**src/rtl/zhang_cnn_div_seq_16s_9ns_16_pkg.sv**
```systemverilog
// zhang_cnn_div_pkg: shared widths, FSM states and saturation constants for the sequential divider
package zhang_cnn_div_pkg;
  localparam int DIVIDEND_W = 16;
  localparam int DIVISOR_W = 9;
  localparam int REM_W = DIVISOR_W + 1;
  localparam int CNT_W = 4;
  localparam logic [DIVIDEND_W-1:0] QMAX = 16'h7FFF;
  localparam logic [DIVIDEND_W-1:0] QMIN = 16'h8000;
  typedef enum logic [1:0] {IDLE, CALC, FIX, DONE} state_e;
endpackage

```
**src/rtl/zhang_cnn_div_seq_16s_9ns_16_if.sv**
```systemverilog
// zhang_cnn_div_seq_16s_9ns_16_if: operand/result handshake bundle of the divider
interface zhang_cnn_div_seq_16s_9ns_16_if;
  import zhang_cnn_div_pkg::*;
  logic in_vld, in_rdy, out_vld, out_rdy, div_by_zero;
  logic [DIVIDEND_W-1:0] din0, quot;
  logic [DIVISOR_W-1:0] din1;
  logic [REM_W-1:0] rem;
  modport master (output in_vld, din0, din1, out_rdy, input in_rdy, out_vld, quot, rem, div_by_zero);
  modport slave (input in_vld, din0, din1, out_rdy, output in_rdy, out_vld, quot, rem, div_by_zero);
endinterface

```
**src/rtl/zhang_cnn_div_seq_16s_9ns_16_step.sv**
```systemverilog
// zhang_cnn_div_step: one combinational restoring-division step
module zhang_cnn_div_step
  import zhang_cnn_div_pkg::*;
(
  input  logic [DIVISOR_W-1:0] rem_i,
  input  logic                 bit_i,
  input  logic [DIVISOR_W-1:0] dvs_i,
  output logic [REM_W-1:0]     rem_o,
  output logic                 q_o
);
  logic [REM_W-1:0] sh;
  assign sh = {rem_i, bit_i};
  assign q_o = sh >= {1'b0, dvs_i};
  assign rem_o = q_o ? sh - {1'b0, dvs_i} : sh;
endmodule

```
**src/rtl/zhang_cnn_div_seq_16s_9ns_16.sv**
```systemverilog
// zhang_cnn_div_seq_16s_9ns_16: 16-step sequential signed/unsigned divider, C truncating semantics
module zhang_cnn_div_seq_16s_9ns_16
  import zhang_cnn_div_pkg::*;
(
  input logic ap_clk,
  input logic ap_rst_n,
  zhang_cnn_div_seq_16s_9ns_16_if.slave io
);
  state_e state_q, state_d;
  logic [CNT_W-1:0] cnt_q, cnt_d;
  logic sign_q, sign_d, zero_q, zero_d, dbz_q, dbz_d, q_bit, accept, fix;
  logic [DIVIDEND_W-1:0] a_q, a_d, quot_q, quot_d;
  logic [DIVISOR_W-1:0] dvs_q, dvs_d;
  logic [REM_W-1:0] r_q, r_d, rem_q, rem_d, r_nxt;
  assign accept = state_q == IDLE && io.in_vld;
  assign fix = state_q == FIX;
  // a_q shifts dividend bits out at the top and quotient bits in at the bottom
  zhang_cnn_div_step u_step (
    .rem_i(r_q[DIVISOR_W-1:0]),
    .bit_i(a_q[DIVIDEND_W-1]),
    .dvs_i(dvs_q),
    .rem_o(r_nxt),
    .q_o  (q_bit)
  );
  always_ff @(posedge ap_clk or negedge ap_rst_n)
    if (!ap_rst_n) begin
      state_q <= IDLE;
      cnt_q   <= '0;
      sign_q  <= 1'b0;
      zero_q  <= 1'b0;
      dbz_q   <= 1'b0;
      a_q     <= '0;
      quot_q  <= '0;
      dvs_q   <= '0;
      r_q     <= '0;
      rem_q   <= '0;
    end else begin
      state_q <= state_d;
      cnt_q   <= cnt_d;
      sign_q  <= sign_d;
      zero_q  <= zero_d;
      dbz_q   <= dbz_d;
      a_q     <= a_d;
      quot_q  <= quot_d;
      dvs_q   <= dvs_d;
      r_q     <= r_d;
      rem_q   <= rem_d;
    end
  always_comb begin
    state_d = state_q;
    case (state_q)
      IDLE: if (io.in_vld) state_d = CALC;
      CALC: if (cnt_q == 4'd15) state_d = FIX;
      FIX:  state_d = DONE;
      DONE: if (io.out_rdy) state_d = IDLE;
    endcase
  end
  always_comb begin
    cnt_d  = state_q == CALC ? cnt_q + 4'd1 : '0;
    sign_d = accept ? io.din0[DIVIDEND_W-1] : sign_q;
    a_d    = accept ? (io.din0[DIVIDEND_W-1] ? -io.din0 : io.din0)
           : state_q == CALC ? {a_q[DIVIDEND_W-2:0], q_bit} : a_q;
    dvs_d  = accept ? io.din1 : dvs_q;
    zero_d = accept ? io.din1 == '0 : zero_q;
    r_d    = accept ? '0 : state_q == CALC ? r_nxt : r_q;
    quot_d = !fix ? quot_q : zero_q ? (sign_q ? QMIN : QMAX) : sign_q ? -a_q : a_q;
    rem_d  = !fix ? rem_q : zero_q ? '0 : sign_q ? -r_q : r_q;
    dbz_d  = fix ? zero_q : dbz_q;
  end
  always_comb begin
    io.in_rdy      = state_q == IDLE;
    io.out_vld     = state_q == DONE;
    io.quot        = quot_q;
    io.rem         = rem_q;
    io.div_by_zero = dbz_q;
  end
endmodule

```
**src/flat_wrapper.sv**
```systemverilog
// flat-port wrapper written by rule: the top's interface ports become plain ports
module zhang_cnn_div_seq_16s_9ns_16_flat import zhang_cnn_div_pkg::*;
  (ap_clk, ap_rst_n, io_in_vld, io_din0, io_din1, io_out_rdy, io_in_rdy, io_out_vld, io_quot, io_rem, io_div_by_zero);
  zhang_cnn_div_seq_16s_9ns_16_if io_i ();
  input logic ap_clk;
  input logic ap_rst_n;
  input wire logic [$bits(io_i.in_vld)-1:0] io_in_vld;
  input wire logic [$bits(io_i.din0)-1:0] io_din0;
  input wire logic [$bits(io_i.din1)-1:0] io_din1;
  input wire logic [$bits(io_i.out_rdy)-1:0] io_out_rdy;
  output wire logic [$bits(io_i.in_rdy)-1:0] io_in_rdy;
  output wire logic [$bits(io_i.out_vld)-1:0] io_out_vld;
  output wire logic [$bits(io_i.quot)-1:0] io_quot;
  output wire logic [$bits(io_i.rem)-1:0] io_rem;
  output wire logic [$bits(io_i.div_by_zero)-1:0] io_div_by_zero;
  assign io_i.in_vld = io_in_vld;
  assign io_i.din0 = io_din0;
  assign io_i.din1 = io_din1;
  assign io_i.out_rdy = io_out_rdy;
  assign io_in_rdy = io_i.in_rdy;
  assign io_out_vld = io_i.out_vld;
  assign io_quot = io_i.quot;
  assign io_rem = io_i.rem;
  assign io_div_by_zero = io_i.div_by_zero;
  zhang_cnn_div_seq_16s_9ns_16 u_core (.ap_clk(ap_clk), .ap_rst_n(ap_rst_n), .io(io_i));
endmodule
```
**config.mk**
```make
export PLATFORM = sky130hd
export DESIGN_NAME = zhang_cnn_div_seq_16s_9ns_16_flat
export DESIGN_NICKNAME = d
export VERILOG_FILES = /design/src/rtl/zhang_cnn_div_seq_16s_9ns_16_pkg.sv /design/src/rtl/zhang_cnn_div_seq_16s_9ns_16_if.sv /design/src/rtl/zhang_cnn_div_seq_16s_9ns_16_step.sv /design/src/rtl/zhang_cnn_div_seq_16s_9ns_16.sv /design/src/flat_wrapper.sv
export SDC_FILE = /design/constraint.sdc
export NUM_CORES = 1
export LEC_CHECK = 0
export ABC_AREA = 1
export BUFFER_PORTS_ARGS = -buffer_cell sky130_fd_sc_hd__buf_2
export CAP_MARGIN = 20
export CORE_MARGIN = 2
export CORE_UTILIZATION = 50
export DETAILED_ROUTE_END_ITERATION = 6
export PLACE_DENSITY = 0.75
export SLEW_MARGIN = 20
export SYNTH_ARGS = -nofsm -noshare
export SYNTH_HDL_FRONTEND = slang
export SYNTH_SLANG_ARGS = --single-unit
export TNS_END_PERCENT = 100
```
**constraint.sdc**
```tcl
create_clock -name ap_clk -period 3.8 [get_ports ap_clk]
set_input_delay 0 -clock ap_clk [delete_from_list [all_inputs] [get_ports ap_clk]]
set_output_delay 0 -clock ap_clk [all_outputs]
set_load 0.03 [all_outputs]
```
==> flow_summary_export.csv <==
group,metric,value,unit
die,floorplan.die.height,98.9,um
setup_path,timing.critical_path.max_delay_family,"simple AND/OR/NAND/NOR gates",
die,rows,34,
sta,setup-tns-final,0,ns
setup_path,reg2reg_slack,1.52,ns
sta,final-max-slew-violation-count,0,
setup_path,worst-path-max-fanout,25,
clock_network,tritoncts,"yes",
hold_path,hp-class,"input port to flop",
setup_path,criticalPathCategory,"flop to flop",
clock_network,ctsHtreeMaxLevel,3,
synth,synth-warning-count,0,
job,maxCapViolCount,0,
setup_path,critPathArrivalTime,2.54,ns
synth,yosys_register_bits,70,
placement,instance_area_at_placement,4850,sq um
setup_path,critical_path.endpoint_type,"flop",
sta,final.min_clock_period,2.28,ns
setup_path,crit_path_frequent_cell,"sky130_fd_sc_hd__inv_2",
grt,grt_first_pass_wirelength,18.3,mm
die,ios,58,
synth,synth_cell_area,4500,sq um
synth,syn_area_per_cell,7.12,sq um
placement,pre_cts_ws,1.58,ns
clock_network,worst_setup_hold_path_clk_slew,0.08,ns
setup_path,slowest_delay,0.39,ns
synth,syn-instance-count,633,
die,die_boundary_width,98.9,um
clock_network,clock_insertion_delay_worst_skew,0.35,ns
grt,number_of_antenna_violations_at_the_first_check_in_global_routing,0,
die,die_area,9780,sq um
sta,timing_hold_violations_final,0,
setup_path,cp_cell_sequence,"inv_1, ha_1, nand2_2, inv_2, nor2_4, inv_2, o22ai_1, o21bai_1",
grt,groute.usage.overall,0.230,
placement,placement.io_buffers,57,
sta,setup-violations-final,0,
setup_path,setup.worst_path.end,"u_core.a_q[13]$_DFFE_PN0P_",
route,first_iter_violations,302,
route,vias,4308,
status,run_status,"complete, no violations",
sta,hold_slack,0.0143,ns
synth,ys_types,35,
layout,number_of_nets_in_the_layout,743,
hold_path,hold_path.startpoint,"io_din0[14]",
setup_path,ff2ff_path_depth,8,
synth,synth_top_cells_by_area,"sky130_fd_sc_hd__dfrtp_1 (39%), sky130_fd_sc_hd__nand2_1 (15%), sky130_fd_sc_hd__nand3_1 (8.0%), sky130_fd_sc_hd__inv_1 (7.1%), sky130_fd_sc_hd__o21ai_0 (5.2%)",
setup_path,critical_path.n_buffers_inverters,3,
clock_network,ctsLongestPathBuffers,2,
setup_path,worst-endpoint-required,4.06,ns
placement,dp.cells,782,
grt,overall_overflow_remaining_after_global_route,0,
synth,async_flop_share,1.00,
clock_network,cts_made_buffers,9,
synth,ys_top_cells_by_count,"sky130_fd_sc_hd__nand2_1 (175), sky130_fd_sc_hd__inv_1 (85), sky130_fd_sc_hd__nand3_1 (72)",
setup_path,path_depth,8,
grt,vias_in_the_first_global_route,3858,
synth,postSynth.topFlopCell,"sky130_fd_sc_hd__dfrtp_1",
sta,relSlewSlack,0.444,
power,power.static_leakage,2.73,nW
sta,worst-slew-pin-transition,0.833,ns
placement,detailed_place_hpwl,8.41,mm
route,drcViolationCount,0,
synth,synthesis.nets,680,
grt,grt_start_max_net_pins,40,
setup_path,critPathSlowestCell,"sky130_fd_sc_hd__dfrtp_1",
synth,ys_seq_area_frac,0.389,
power,pwr_cell_area,940,nW/um^2
synth,yosys.cell_count.top_type,"sky130_fd_sc_hd__nand2_1",
layout,final_cells,809,
setup_path,worstSetupStartpoint,"u_core.state_q[0]$_DFFE_PN0P_",
layout,final_design_area_no_fill,5180,sq um
synth,post_synth_edffs,0,
synth,synthDominantAreaCellType,"sky130_fd_sc_hd__dfrtp_1",
placement,gp_congestion,0.885,
route,drtAntennaViolNets,0,
synth,synth_largest_type_area_fraction,0.389,
sta,rsz_0062_raised_after_global_routing,"no",
route,wl_per_cell,13.5,um
setup_path,critical_path.startpoint_type,"flop",
layout,n_antenna_cell,0,
sta,timing.fmax,438,MHz
clock_network,clkSinkCount,70,
layout,areaGrowthSynthToFinish,15.1,%
power,max-vdd-ir-drop,0.349,mV
sta,post-route-worst-setup-slack,1.52,ns
die,core_region_area,8720,sq um
route,viasPerCell,5.33,
clock_network,root_buffer,"sky130_fd_sc_hd__clkbuf_8",
setup_path,worstReg2RegEnd,"u_core.a_q[13]$_DFFE_PN0P_",
route,drtPass1Iterations,5,
route,finalWirelength,10.9,mm
sta,worst_clock_skew,0.0136,ns
die,initial_standard_cell_utilization_of_the_core,0.516,
sta,finalCritPeriodShare,0.601,
setup_path,r2r-start,"u_core.state_q[0]$_DFFE_PN0P_",
layout,post_route_cells_drive_above_1_share,0.140,
-- cells in the final DEF (no fill, tap or decap), types with 4 or more instances in the layout --
master,Yosys,final
sky130_fd_sc_hd__inv_2,6,6
sky130_fd_sc_hd__nand3_2,5,5
sky130_fd_sc_hd__clkbuf_8,0,10
sky130_fd_sc_hd__a21oi_1,26,26
sky130_fd_sc_hd__buf_2,11,57
sky130_fd_sc_hd__nor3_1,8,8
sky130_fd_sc_hd__o221ai_1,7,7
sky130_fd_sc_hd__nand3b_1,4,4
sky130_fd_sc_hd__xor2_1,10,10
sky130_fd_sc_hd__ha_1,17,17
sky130_fd_sc_hd__nand2_2,4,4
sky130_fd_sc_hd__o21ai_0,47,47
sky130_fd_sc_hd__nand4_1,6,6
sky130_fd_sc_hd__dlygate4sd3_1,0,11
sky130_fd_sc_hd__nand2_1,175,175
sky130_fd_sc_hd__o22ai_1,6,6
sky130_fd_sc_hd__nand3_1,72,72
sky130_fd_sc_hd__inv_1,85,85
sky130_fd_sc_hd__dfrtp_1,70,70
sky130_fd_sc_hd__nor2_1,45,45
-- worst min-delay path: cells and delay by family --
family,cells,cell delay [ns]
AOI/OAI and AO/OA,2,0.20
buffers and inverters,1,0.11
-- state kept, by name, summed over array words and instances (netlist names) --
register	flops
u_core.zero_q	1
u_core.io.rem	10
u_core.cnt_q	4
u_core.dvs_q	9
u_core.a_q	16
u_core.sign_q	1
u_core.r_q	10
u_core.state_q	2
u_core.io.quot	16
u_core.io.div_by_zero	1
-- per-stage QoR --
| stage | power, mW | utilization |
|---|---|---|
| 6_report | 4.88 | 0.595 |
| 4_1_cts | 4.87 | 0.595 |
| 3_3_place_gp | 4.09 | 0.556 |
| 2_1_floorplan | 3.56 | - |
| 5_1_grt | 5.34 | 0.595 |
| 3_5_place_dp | 4.17 | 0.556 |
-- routing by layer --
metal,wire [um],vias up,global-route usage
met2,4800,146,0.347
met5,0,-,0
met3,637,7,0.0426
met1,5420,1972,0.343
met4,90,0,0.0590
li1,-,2183,-
-- worst min path at each step --
| stage | endpoint | cells after the start |
|---|---|---|
| 4_1_cts | u_core.a_q[5]$_DFFE_PN0P_ | 4 |
| 6_report | u_core.a_q[14]$_DFFE_PN0P_ | 3 |
| 3_3_place_gp | u_core.dvs_q[6]$_DFFE_PN0P_ | 1 |
| 3_5_place_dp | u_core.dvs_q[4]$_DFFE_PN0P_ | 1 |
| 5_1_grt | u_core.a_q[13]$_DFFE_PN0P_ | 3 |
| 2_1_floorplan | u_core.a_q[0]$_DFFE_PN0P_ | 0 |
-- logic make-up after synthesis --
group / after synthesis / synth area share
compound gates: 97 / 0.122
simple gates: 326 / 0.319
buf+inv: 112 / 0.0989
fa+ha+maj: 18 / 0.0517
xor+xnor: 10 / 0.0194
flops: 70 / 0.389
-- power breakdown --
group          leakage (nW)  internal [mW]  switching [mW]  total [mW]
registers             0.880           1.09           0.240        1.33
logic                  1.74          0.963            1.91        2.87
clock network         0.113          0.389           0.290       0.679
total                  2.73           2.44            2.44        4.88
-- area by class of cell --
cell class | instances | area (sq um)
flip-flops and latches | 70 | 1750
clock inverters | 5 | 82.6
fillers | 803 | 3540
clock buffers | 11 | 141
inverters | 93 | 349
well taps | 108 | 135
repair buffers | 71 | 418
multi-input cells | 451 | 2310
-- what timing repair did --
item / in CTS / in global routing
endpoints found under the hold margin: 42 / 0
resized for setup: 0 / 0
hold buffers: 11 / 0
setup buffers: 0 / 0
No activity file was read; power rests on OpenSTA's default activity.
